--- src/rtl/bt656_pkg.sv ---
// Shared constants, XY-word helper and parser state type for the
// Avalon-ST to BT.656 625-line transmitter.
package bt656_pkg;

    localparam int LINE_BYTES   = 1728;
    localparam int BLANK_BYTES  = 280;
    localparam int ACTIVE_BYTES = 1440;
    localparam int LINES        = 625;
    localparam int FIELD_PIXELS = 207360;
    localparam int EAV_BYTES    = 4;

    // Horizontal landmarks, sized to the 11-bit h counter
    localparam logic [10:0] H_LAST    = 11'(LINE_BYTES - 1);
    localparam logic [10:0] H_SAV     = 11'(EAV_BYTES + BLANK_BYTES);
    localparam logic [10:0] H_ACTIVE  = 11'(LINE_BYTES - ACTIVE_BYTES);
    localparam logic [10:0] H_FIRST_Y = 11'(LINE_BYTES - ACTIVE_BYTES + 1);

    // Line landmarks, sized to the 10-bit line counter
    localparam logic [9:0] LINE_FIRST   = 10'd1;
    localparam logic [9:0] LINE_LAST    = 10'(LINES);
    localparam logic [9:0] F1_FIRST     = 10'd313;
    localparam logic [9:0] V_TOP_LAST   = 10'd22;
    localparam logic [9:0] V_MID_FIRST  = 10'd311;
    localparam logic [9:0] V_MID_LAST   = 10'd335;
    localparam logic [9:0] V_BOT_FIRST  = 10'd624;
    localparam logic [9:0] FIELD0_START = 10'd23;
    localparam logic [9:0] FIELD1_START = 10'd336;

    localparam logic [17:0] FIELD_LAST_PIX = 18'(FIELD_PIXELS - 1);

    localparam logic [3:0] AST_TYPE_VIDEO = 4'h0;
    localparam logic [3:0] AST_TYPE_CTRL  = 4'hF;

    typedef enum logic [2:0] {
        ST_IDLE       = 3'd0,
        ST_CTRL       = 3'd1,
        ST_WAIT_FIELD = 3'd2,
        ST_VIDEO      = 3'd3,
        ST_DRAIN      = 3'd4,
        ST_FLUSH      = 3'd5
    } parser_state_e;

    function automatic logic [7:0] bt656_xy(input logic f, input logic v, input logic h);
        bt656_xy = {1'b1, f, v, h, v ^ h, f ^ h, f ^ v, f ^ v ^ h};
    endfunction

endpackage

--- src/rtl/bt656_timing_gen.sv ---
// Free-running 625-line BT.656 raster counters with F/V flags and
// per-byte region decode for the current counter position.
module bt656_timing_gen
    import bt656_pkg::*;
(
    input  logic        i_clk,
    input  logic        i_reset,
    output logic [10:0] o_h,
    output logic        o_f,
    output logic        o_v,
    output logic        o_eav,
    output logic        o_sav,
    output logic        o_blank,
    output logic        o_active,
    output logic        o_y_slot,
    output logic        o_field_start
);

    logic [10:0] r_h;
    logic [9:0]  r_line;
    logic        w_f;
    logic        w_v;
    logic        w_active;
    logic        w_y_slot;

    // Raster position: h wraps every line, line wraps every frame
    always_ff @(posedge i_clk or posedge i_reset) begin
        if (i_reset) begin
            r_h    <= 11'd0;
            r_line <= LINE_FIRST;
        end else if (r_h == H_LAST) begin
            r_h    <= 11'd0;
            r_line <= (r_line == LINE_LAST) ? LINE_FIRST : r_line + 10'd1;
        end else begin
            r_h    <= r_h + 11'd1;
        end
    end

    assign w_f      = (r_line >= F1_FIRST);
    assign w_v      = (r_line <= V_TOP_LAST)
                   || ((r_line >= V_MID_FIRST) && (r_line <= V_MID_LAST))
                   || (r_line >= V_BOT_FIRST);
    assign w_active = (r_h >= H_ACTIVE);
    assign w_y_slot = w_active && r_h[0] && !w_v;

    assign o_h           = r_h;
    assign o_f           = w_f;
    assign o_v           = w_v;
    assign o_eav         = (r_h < 11'd4);
    assign o_sav         = (r_h >= H_SAV) && (r_h < H_ACTIVE);
    assign o_blank       = (r_h >= 11'd4) && (r_h < H_SAV);
    assign o_active      = w_active;
    assign o_y_slot      = w_y_slot;
    assign o_field_start = w_y_slot && (r_h == H_FIRST_Y)
                        && ((r_line == FIELD0_START) || (r_line == FIELD1_START));

endmodule

--- src/rtl/ast_to_bt656.sv ---
// Avalon-ST video sink to BT.656 PAL byte stream: packet parser feeding
// luma into a free-running raster, with a registered output byte.
module ast_to_bt656
    import bt656_pkg::*;
#(
    parameter int                    DATA_WIDTH  = 8,
    parameter logic [DATA_WIDTH-1:0] CHROMA_FILL = 8'h80,
    parameter logic [DATA_WIDTH-1:0] BLACK_Y     = 8'h10
) (
    input  logic                  bt_clock,
    input  logic                  reset,
    input  logic [DATA_WIDTH-1:0] ast_data,
    input  logic                  ast_valid,
    input  logic                  ast_startofpacket,
    input  logic                  ast_endofpacket,
    output logic                  ast_ready,
    output logic [DATA_WIDTH-1:0] bt_data,
    output logic                  bt_field,
    output logic                  bt_vblank,
    output logic                  bt_underflow,
    output logic                  bt_format_err
);

    // 8-bit code words scaled into the MSBs for wider buses
    localparam int                    SH       = DATA_WIDTH - 8;
    localparam logic [DATA_WIDTH-1:0] W_ONES   = {DATA_WIDTH{1'b1}};
    localparam logic [DATA_WIDTH-1:0] W_ZERO   = {DATA_WIDTH{1'b0}};
    localparam logic [DATA_WIDTH-1:0] BLANK_CB = DATA_WIDTH'(8'h80) << SH;
    localparam logic [DATA_WIDTH-1:0] BLANK_Y  = DATA_WIDTH'(8'h10) << SH;
    localparam logic [DATA_WIDTH-1:0] Y_MIN    = DATA_WIDTH'(1) << SH;
    localparam logic [DATA_WIDTH-1:0] Y_MAX    = ~Y_MIN;

    logic [10:0]           w_h;
    logic                  w_f, w_v, w_eav, w_sav, w_blank, w_active;
    logic                  w_y_slot, w_field_start;
    parser_state_e         r_state, w_state_nxt;
    logic [17:0]           r_pix_cnt, w_pix_nxt, w_cnt_base;
    logic                  w_ready, w_beat, w_in_video, w_last_slot;
    logic                  w_set_uf, w_set_fe;
    logic [DATA_WIDTH-1:0] w_y_byte, w_byte, r_bt_data;
    logic                  r_field, r_vblank, r_underflow, r_format_err;

    function automatic logic [DATA_WIDTH-1:0] clamp_y(input logic [DATA_WIDTH-1:0] y);
        if (y < Y_MIN)      return Y_MIN;
        else if (y > Y_MAX) return Y_MAX;
        else                return y;
    endfunction

    function automatic parser_state_e header_next(input logic [3:0] typ, input logic eop);
        if (typ == AST_TYPE_VIDEO) return ST_WAIT_FIELD;
        else if (eop)              return ST_IDLE;
        else                       return ST_CTRL;
    endfunction

    bt656_timing_gen u_timing (
        .i_clk         (bt_clock),
        .i_reset       (reset),
        .o_h           (w_h),
        .o_f           (w_f),
        .o_v           (w_v),
        .o_eav         (w_eav),
        .o_sav         (w_sav),
        .o_blank       (w_blank),
        .o_active      (w_active),
        .o_y_slot      (w_y_slot),
        .o_field_start (w_field_start)
    );

    // The first Y slot of a field is already a video slot, so WAIT_FIELD
    // opens the sink there and pixel 0 lands at h=289 of the first line.
    assign w_in_video  = (r_state == ST_VIDEO) || ((r_state == ST_WAIT_FIELD) && w_field_start);
    assign w_cnt_base  = (r_state == ST_WAIT_FIELD) ? 18'd0 : r_pix_cnt;
    assign w_last_slot = (w_cnt_base == FIELD_LAST_PIX);
    assign w_beat      = ast_valid && w_ready;

    // Sink ready: open whenever a beat can be consumed without stalling the raster
    always_comb begin
        w_ready = 1'b0;
        case (r_state)
            ST_IDLE, ST_CTRL, ST_DRAIN: w_ready = 1'b1;
            ST_WAIT_FIELD:              w_ready = w_field_start;
            ST_VIDEO:                   w_ready = w_y_slot;
            ST_FLUSH:                   w_ready = 1'b0;
            default:                    w_ready = 1'b0;
        endcase
    end

    // Parser next state, pixel count, luma selection and sticky error events
    always_comb begin
        w_state_nxt = r_state;
        w_pix_nxt   = r_pix_cnt;
        w_y_byte    = BLACK_Y;
        w_set_uf    = 1'b0;
        w_set_fe    = 1'b0;
        case (r_state)
            ST_IDLE: begin
                // No packet on a visible line means the picture is black, not source video
                w_set_uf = w_y_slot;
                if (w_beat && ast_startofpacket) begin
                    w_state_nxt = header_next(ast_data[3:0], ast_endofpacket);
                end else begin
                    w_state_nxt = ST_IDLE;
                end
            end
            ST_CTRL, ST_DRAIN: begin
                if (w_beat && ast_endofpacket) begin
                    w_state_nxt = ST_IDLE;
                end else begin
                    w_state_nxt = r_state;
                end
            end
            ST_WAIT_FIELD, ST_VIDEO: begin
                if (w_in_video && w_y_slot) begin
                    w_pix_nxt = w_cnt_base + 18'd1;
                    if (!ast_valid) begin
                        w_set_uf    = 1'b1;
                        w_state_nxt = w_last_slot ? ST_DRAIN : ST_VIDEO;
                    end else if (ast_startofpacket) begin
                        w_set_fe    = 1'b1;
                        w_state_nxt = header_next(ast_data[3:0], ast_endofpacket);
                    end else begin
                        w_y_byte = clamp_y(ast_data);
                        if (w_last_slot) begin
                            w_set_fe    = !ast_endofpacket;
                            w_state_nxt = ast_endofpacket ? ST_IDLE : ST_DRAIN;
                        end else if (ast_endofpacket) begin
                            w_set_fe    = 1'b1;
                            w_state_nxt = ST_FLUSH;
                        end else begin
                            w_state_nxt = ST_VIDEO;
                        end
                    end
                end else begin
                    w_state_nxt = r_state;
                end
            end
            ST_FLUSH: begin
                if (w_y_slot) begin
                    w_pix_nxt   = r_pix_cnt + 18'd1;
                    w_state_nxt = (r_pix_cnt == FIELD_LAST_PIX) ? ST_IDLE : ST_FLUSH;
                end else begin
                    w_state_nxt = ST_FLUSH;
                end
            end
            default: begin
                w_state_nxt = ST_IDLE;
            end
        endcase
    end

    // Parser state and field pixel counter
    always_ff @(posedge bt_clock or posedge reset) begin
        if (reset) begin
            r_state   <= ST_IDLE;
            r_pix_cnt <= 18'd0;
        end else begin
            r_state   <= w_state_nxt;
            r_pix_cnt <= w_pix_nxt;
        end
    end

    // Byte for the current raster position: timing codes, blanking or active video
    always_comb begin
        w_byte = BLANK_CB;
        if (w_eav || w_sav) begin
            case (w_h[1:0])
                2'd0:    w_byte = W_ONES;
                2'd1:    w_byte = W_ZERO;
                2'd2:    w_byte = W_ZERO;
                2'd3:    w_byte = DATA_WIDTH'(bt656_xy(w_f, w_v, w_eav)) << SH;
                default: w_byte = W_ZERO;
            endcase
        end else if (w_blank || (w_active && w_v)) begin
            w_byte = w_h[0] ? BLANK_Y : BLANK_CB;
        end else begin
            w_byte = w_h[0] ? w_y_byte : CHROMA_FILL;
        end
    end

    // Output register and sticky status flags
    always_ff @(posedge bt_clock or posedge reset) begin
        if (reset) begin
            r_bt_data    <= BLANK_CB;
            r_field      <= 1'b0;
            r_vblank     <= 1'b1;
            r_underflow  <= 1'b0;
            r_format_err <= 1'b0;
        end else begin
            r_bt_data    <= w_byte;
            r_field      <= w_f;
            r_vblank     <= w_v;
            r_underflow  <= r_underflow | w_set_uf;
            r_format_err <= r_format_err | w_set_fe;
        end
    end

    assign ast_ready     = w_ready;
    assign bt_data       = r_bt_data;
    assign bt_field      = r_field;
    assign bt_vblank     = r_vblank;
    assign bt_underflow  = r_underflow;
    assign bt_format_err = r_format_err;

endmodule
--- config.mk ---
export PLATFORM = sky130hd
export DESIGN_NAME = ast_to_bt656
export DESIGN_NICKNAME = d
export VERILOG_FILES = /design/src/rtl/bt656_pkg.sv /design/src/rtl/bt656_timing_gen.sv /design/src/rtl/ast_to_bt656.sv
export SDC_FILE = /design/constraint.sdc
export NUM_CORES = 1
export LEC_CHECK = 0
export BUFFER_PORTS_ARGS = -buffer_cell sky130_fd_sc_hd__buf_2
export CAP_MARGIN = 0
export CORE_MARGIN = 5
export CORE_UTILIZATION = 60
export CTS_CLUSTER_SIZE = 20
export DETAILED_ROUTE_END_ITERATION = 7
export GPL_ROUTABILITY_DRIVEN = 0
export PLACE_DENSITY = 0.79
export SLEW_MARGIN = 20
export SYNTH_ARGS = -nofsm -noshare
export SYNTH_HDL_FRONTEND = slang
export SYNTH_SLANG_ARGS = --single-unit
export TNS_END_PERCENT = 5
--- constraint.sdc ---
create_clock -name bt_clock -period 3.1 [get_ports bt_clock]
set_input_delay 0.31 -clock bt_clock [delete_from_list [all_inputs] [get_ports bt_clock]]
set_output_delay 0.31 -clock bt_clock [all_outputs]
set_load 0.005 [all_outputs]
==> results of run 1 <==
## cell usage after synthesis, types with 2 or more instances
master,number,area (um2)
o211ai_1,5,37.5
nand2_1,33,124
a211oi_1,3,22.5
nand3b_1,5,37.5
clkbuf_1,8,30.0
dfrtp_1,51,1280
xor2_1,6,52.6
mux2i_1,5,50.1
nor3_2,2,20.0
or4_1,8,60.1
buf_2,7,35.0
nor2_1,33,124
or3b_2,2,17.5
or4b_1,2,20.0
xnor2_1,12,105
ha_1,11,138
and2_1,6,37.5
o2bb2ai_1,3,26.3
a21oi_1,14,70.1
nand2b_1,6,37.5
nor3_1,14,70.1
o311ai_0,4,35.0
o21ai_0,19,95.1
nor4_1,9,56.3
nor2b_1,2,12.5
a21o_1,3,22.5
or4_4,2,22.5
or3_1,8,50.1
nand4_1,11,68.8
inv_1,16,60.1
nand3_1,26,130
dfstp_2,3,78.8
and3_1,6,37.5
buf_6,3,33.8
a211o_1,4,35.0
## stage by stage
stage / total power [W] / util / hold slack, ns / instances / TNS (ns)
floorplan: 0.000788 / - / 0.428 / 380 / 0
global placement: 0.000825 / 0.648 / 0.349 / 467 / 0
detailed placement: 0.000825 / 0.648 / 0.351 / 467 / -0.0801
CTS: 0.00122 / 0.664 / 0.0177 / 475 / -0.178
global route: 0.00127 / 0.669 / 0.0417 / 477 / 0
finish: 0.00121 / 0.669 / 0.00745 / 477 / 0
## where the power goes
part | internal [W] | switching [W]
clock | 0.000183 | 0.000215
combinational | 0.0000299 | 0.0000575
sequential | 0.000711 | 0.0000134
## kinds of logic after synthesis
family,count (synthesis)
AO/OA/AOI/OAI,71
XOR/XNOR,18
adder cells (fa/ha/maj),11
buffers and inverters,35
flip-flops,54
multiplexers,6
AND/OR/NAND/NOR,185
## area by class of cell
class	instances	area share
well taps	72	0.0244
multi-input cells	291	0.511
flip-flops and latches	54	0.368
clock buffers	8	0.0244
repair buffers	36	0.0563
inverters	16	0.0163
## worst max-delay path, cell delays in order (launching register included)
cell and delay [ns]:
dfstp_2 0.61, inv_1 0.11, ha_1 0.20, and3b_1 0.20
o21ai_0 0.11, a211oi_2 0.49, o211ai_1 0.16, buf_4 0.21
nand2_1 0.06, buf_2 0.11
## timing repair
action	CTS	global route
buffers inserted	0	2
resized for setup	0	1
hold buffers	0	0
cloned	0	0
endpoints found under the setup margin	5	25
## registers in the layout, indices dropped and copies added, names as in the netlist
signal / count
r_pix_cnt: 18
u_timing.o_h: 11
u_timing.r_line: 10
bt_data: 8
r_state: 3
bt_field: 1
bt_format_err: 1
bt_underflow: 1
bt_vblank: 1
## final timing paths
| path | cells after the start | slack [ns] | endpoint | startpoint |
|---|---|---|---|---|
| max in group asynchronous | 3 | 2.28 | bt_vblank | reset |
| setup reg to reg | 9 | 0.28 | bt_data[6] | u_timing.r_line[0] |
| hold reg to reg | 1 | 0.48 | bt_format_err | bt_format_err |
| hold / removal | 2 | 0.007 | u_timing.o_h[10] | reset |
| setup / recovery | 9 | 0.24 | ast_ready | u_timing.r_line[0] |
| min in group bt_clock | 2 | 0.23 | bt_data[7] | ast_data[7] |
## per-layer routing
metal,wire (um),global-route usage,part of all wire,up-vias
met3,326,0.0301,0.044,14
met4,126,0.0547,0.017,0
li1,-,-,-,1444
met1,3440,0.299,0.46,1442
met2,3600,0.344,0.48,84
met5,0,0,0,-
==> results.ini, run 1 <==
[status]
status = completed

[die]
die_w_um = 85.2
dieHeight_um = 85.2
dieArea_um2 = 7250
core_area_um2 = 5510
io_pins = 26
num_rows = 27
floorplan.initialDensity = 0.616

[placed_design]
place_area_um2 = 3570
pre_cts_ws_ns = -0.0241
post-dp-hpwl_um = 5400
io_buffers = 25

[sta]
slew_headroom = 0.462
slew_violations = 0
hold_viol_final = 0
worst_slew_pin_slew_ns = 0.801
fin_ws_ns = 0.244
rsz0062_at_grt = false
fin_crit_ns = 2.86
max_freq_ghz = 0.350
fin_worst_skew_ns = 0.0125
setup_viol = 0
finalCritPeriodShare = 0.921

[cts]
clock_sinks = 54
htree_levels = 2
numCtsBuffers = 5
root_buffer = clkbuf_8
cts.clk_slew.worst_paths_ns = 0.10
clk_latency_ns = 0.30
cts_tree = done
cts_buffer_depth = 2

[cells_and_area]
final_nets = 428
postLayoutCellArea_um2 = 3690
antennaDiodeCount = 0
regArea_um2 = 1360
fillCellCount = 441
final_cell_mix = 51 x dfrtp_1, 33 x nor2_1, 33 x nand2_1
drive_gt1_frac = 0.151
layout_commonest_cell = dfrtp_1
multi_input_area_um2 = 1880
area_growth_pct = 8.71

[drt]
routed-via-count = 2984
via_per_inst = 6.26
ant_nets = 0
drt-wirelength-per-cell_um = 15.7
drc_errors = 0
firstDrtPassIters = 6
drt_iter0_drc = 208
wl_um = 7490

[logic_synthesis]
ys_warn_count = 0
synth_fa_ha_area_frac = 0.0406
synthArstFlopShare = 1.00
ys_types = 63
synthXorXnorAreaFrac = 0.0465
synth.mux.area_fraction = 0.0181
synth_compound_area_frac = 0.145
syn_area_per_cell_um2 = 8.92
synth_seq_area_share = 0.400
synth_cells = 380
synthSimpleGateAreaFrac = 0.301
syn_nets = 404
synth_edf_count = 0
synthFlopType = dfrtp_1
ys_ff_latch = 54
synth.cell_area_um2 = 3390
synth_top_family_by_area = simple AND/OR/NAND/NOR gates

[setup_path]
crit_fanout = 8
start_kind = flop
cp.required_ns = 2.79
path_class = flop to output pin
endpoint_kind = output pin
arrival_ns = 2.55

[flow_run]
cap_violations = 0

[grt]
antenna_found_initial = 0
grt_pass1_vias = 2732
track_usage = 0.212
grt_overflow = 0
grt_pass1_wl_um = 12800
grt_max_degree = 34

[min_path]
hold_path_class = primary input to asynchronous set/reset pin

[power_and_ir_drop]
p_leak_nw = 1.59
ir_drop_mv = 0.191
p_per_area_nw_per_um2 = 328

(Power assumes the default switching activity.)
==> run 2: changes to the inputs <==
- PLACE_DENSITY: 0.79 -> 0.8
==> run 2 against run 1 <==
Against the previous run:
- the run now ends with negative hold slack left
- via count shrank 1.6%
- clock skew fell by 0.0055 ns
- hold slack lost 0.011 ns
- global-route usage shrank 0.21 points
- total power is 4.3% higher
- largest cell class unchanged
- largest power group unchanged
==> results.ini, run 2 (synthesis gave the netlist of run 1 again) <==
[cts]
htree_levels = 2
root_buffer = clkbuf_8
cts_tree = done
cts.clk_slew.worst_paths_ns = 0.09
numCtsBuffers = 5
clk_latency_ns = 0.30
cts_buffer_depth = 2
clock_sinks = 54
holdBufCountCts = 0

[sta]
setup_viol = 0
rsz0062_at_grt = false
finalCritPeriodShare = 0.909
fin_crit_ns = 2.82
whs_ns = -0.00382
max_freq_ghz = 0.355
slew_headroom = 0.474
fin_worst_skew_ns = 0.00699
fin_ws_ns = 0.282
slew_violations = 0
hold_viol_final = 2
worst_slew_pin_slew_ns = 0.783

[drt]
drt_iter0_drc = 230
firstDrtPassIters = 4
drt-wirelength-per-cell_um = 15.7
drc_errors = 0
routed-via-count = 2936
wl_um = 7510
ant_nets = 0
via_per_inst = 6.14

[grt]
grt_pass1_wl_um = 12700
grt_max_degree = 35
grt_overflow = 0
antenna_found_initial = 0
track_usage = 0.210
grt_pass1_vias = 2729

[cells_and_area]
drive_gt1_frac = 0.158
largest_reg_flops = 18
layout_commonest_cell = dfrtp_1
antennaDiodeCount = 0
fillCellCount = 456
area_growth_pct = 9.52
stdcell_count = 478
final_core_util = 0.674
final_nets = 429
top_register = r_pix_cnt
final_cell_mix = 51 x dfrtp_1, 33 x nor2_1, 33 x nand2_1

[setup_path]
crit_fanout = 8
crit_buf_inv = 3
endpoint_kind = output pin
cp.required_ns = 2.79
start_kind = flop
cpLargestDelayFamily = compound AO/OA/AOI/OAI gates
path_class = flop to output pin
arrival_ns = 2.51
cp_slowest_cell = dfstp_2
worstPathCellList = inv_1 > ha_1 > and3b_1 > o21ai_0 > a211oi_2 > o211ai_1 > buf_4 > nand2_1 > buf_2
cp_slowest_stage_delay_ns = 0.62

[status]
violations = negative hold slack
status = finished, violations left

[die]
num_rows = 27
dieHeight_um = 85.2
dieArea_um2 = 7250
io_pins = 26
floorplan.initialDensity = 0.616
die_w_um = 85.2
core_area_um2 = 5510

[placed_design]
post-dp-hpwl_um = 5530
place_inst = 468
pre_cts_ws_ns = -0.0425
io_buffers = 25

[power_and_ir_drop]
power_w = 0.00126
p_leak_nw = 1.61
p_per_area_nw_per_um2 = 340
ir_drop_mv = 0.201

[flow_run]
cap_violations = 0

[min_path]
hold_path_class = primary input to asynchronous set/reset pin

[run 2: layout make-up]
cell class                 instances  area (um2)  share of cell area
clock buffer                       8         110              0.0296
sequential                        54        1360               0.365
timing repair buffer              37         215              0.0580
multi-input combinational        291        1880               0.507
tap                               72        90.1              0.0243
inverter                          16        60.1              0.0162
[run 2: timing repair]
| item | 4_1_cts | 5_1_grt |
|---|---|---|
| setup endpoints to repair | 1 | 25 |
| buffers inserted | 0 | 2 |
| cloned | 0 | 0 |
| resized for setup | 0 | 2 |
[run 2: routing by layer]
metal,global-route usage,wire length [um]
met5,0,0
met4,0.0532,95
met3,0.0369,354
met2,0.329,3580
met1,0.302,3480
[run 2: worst register-to-register path, cell delays in order, from the launching register on]
cell and delay (ns):
dfstp_2 0.62, inv_1 0.11, ha_1 0.19, and3b_1 0.19, o21ai_0 0.09, a211oi_2 0.47
o211ai_1 0.16, buf_4 0.21, nor3b_2 0.47, a21oi_1 0.15
[run 2: report_power, final]
| part | total [W] | switching [W] | leakage (nW) | internal, W |
|---|---|---|---|---|
| combinational | 0.0000886 | 0.0000586 | 0.826 | 0.0000300 |
| clock | 0.000447 | 0.000221 | 0.0575 | 0.000226 |
| sequential | 0.000725 | 0.0000140 | 0.727 | 0.000711 |
| total | 0.00126 | 0.000294 | 1.61 | 0.000967 |
[run 2: worst paths after layout]
| check | start | end | slack (ns) | depth (start not counted) |
|---|---|---|---|---|
| worst min register to register | bt_format_err | bt_format_err | 0.48 | 1 |
| worst max-delay path | u_timing.r_line[0] | ast_ready | 0.28 | 9 |
| worst min-delay path | reset | u_timing.r_line[4] | -0.004 | 2 |
| max in group asynchronous | reset | bt_vblank | 2.30 | 3 |
| worst max register to register | u_timing.r_line[0] | bt_data[4] | 0.30 | 9 |
| min in group bt_clock | ast_data[7] | bt_data[7] | 0.22 | 2 |
[run 2: stage by stage]
step                      instance area, um2  hold WS (ns)  setup TNS (ns)
final                                   3710      -0.00382               0
after global routing                    3710        0.0306               0
after CTS                               3680        0.0131         -0.0488
after detailed placement                3570         0.343         -0.0425
after global placement                  3570         0.337               0
after floorplan                         3390         0.428               0
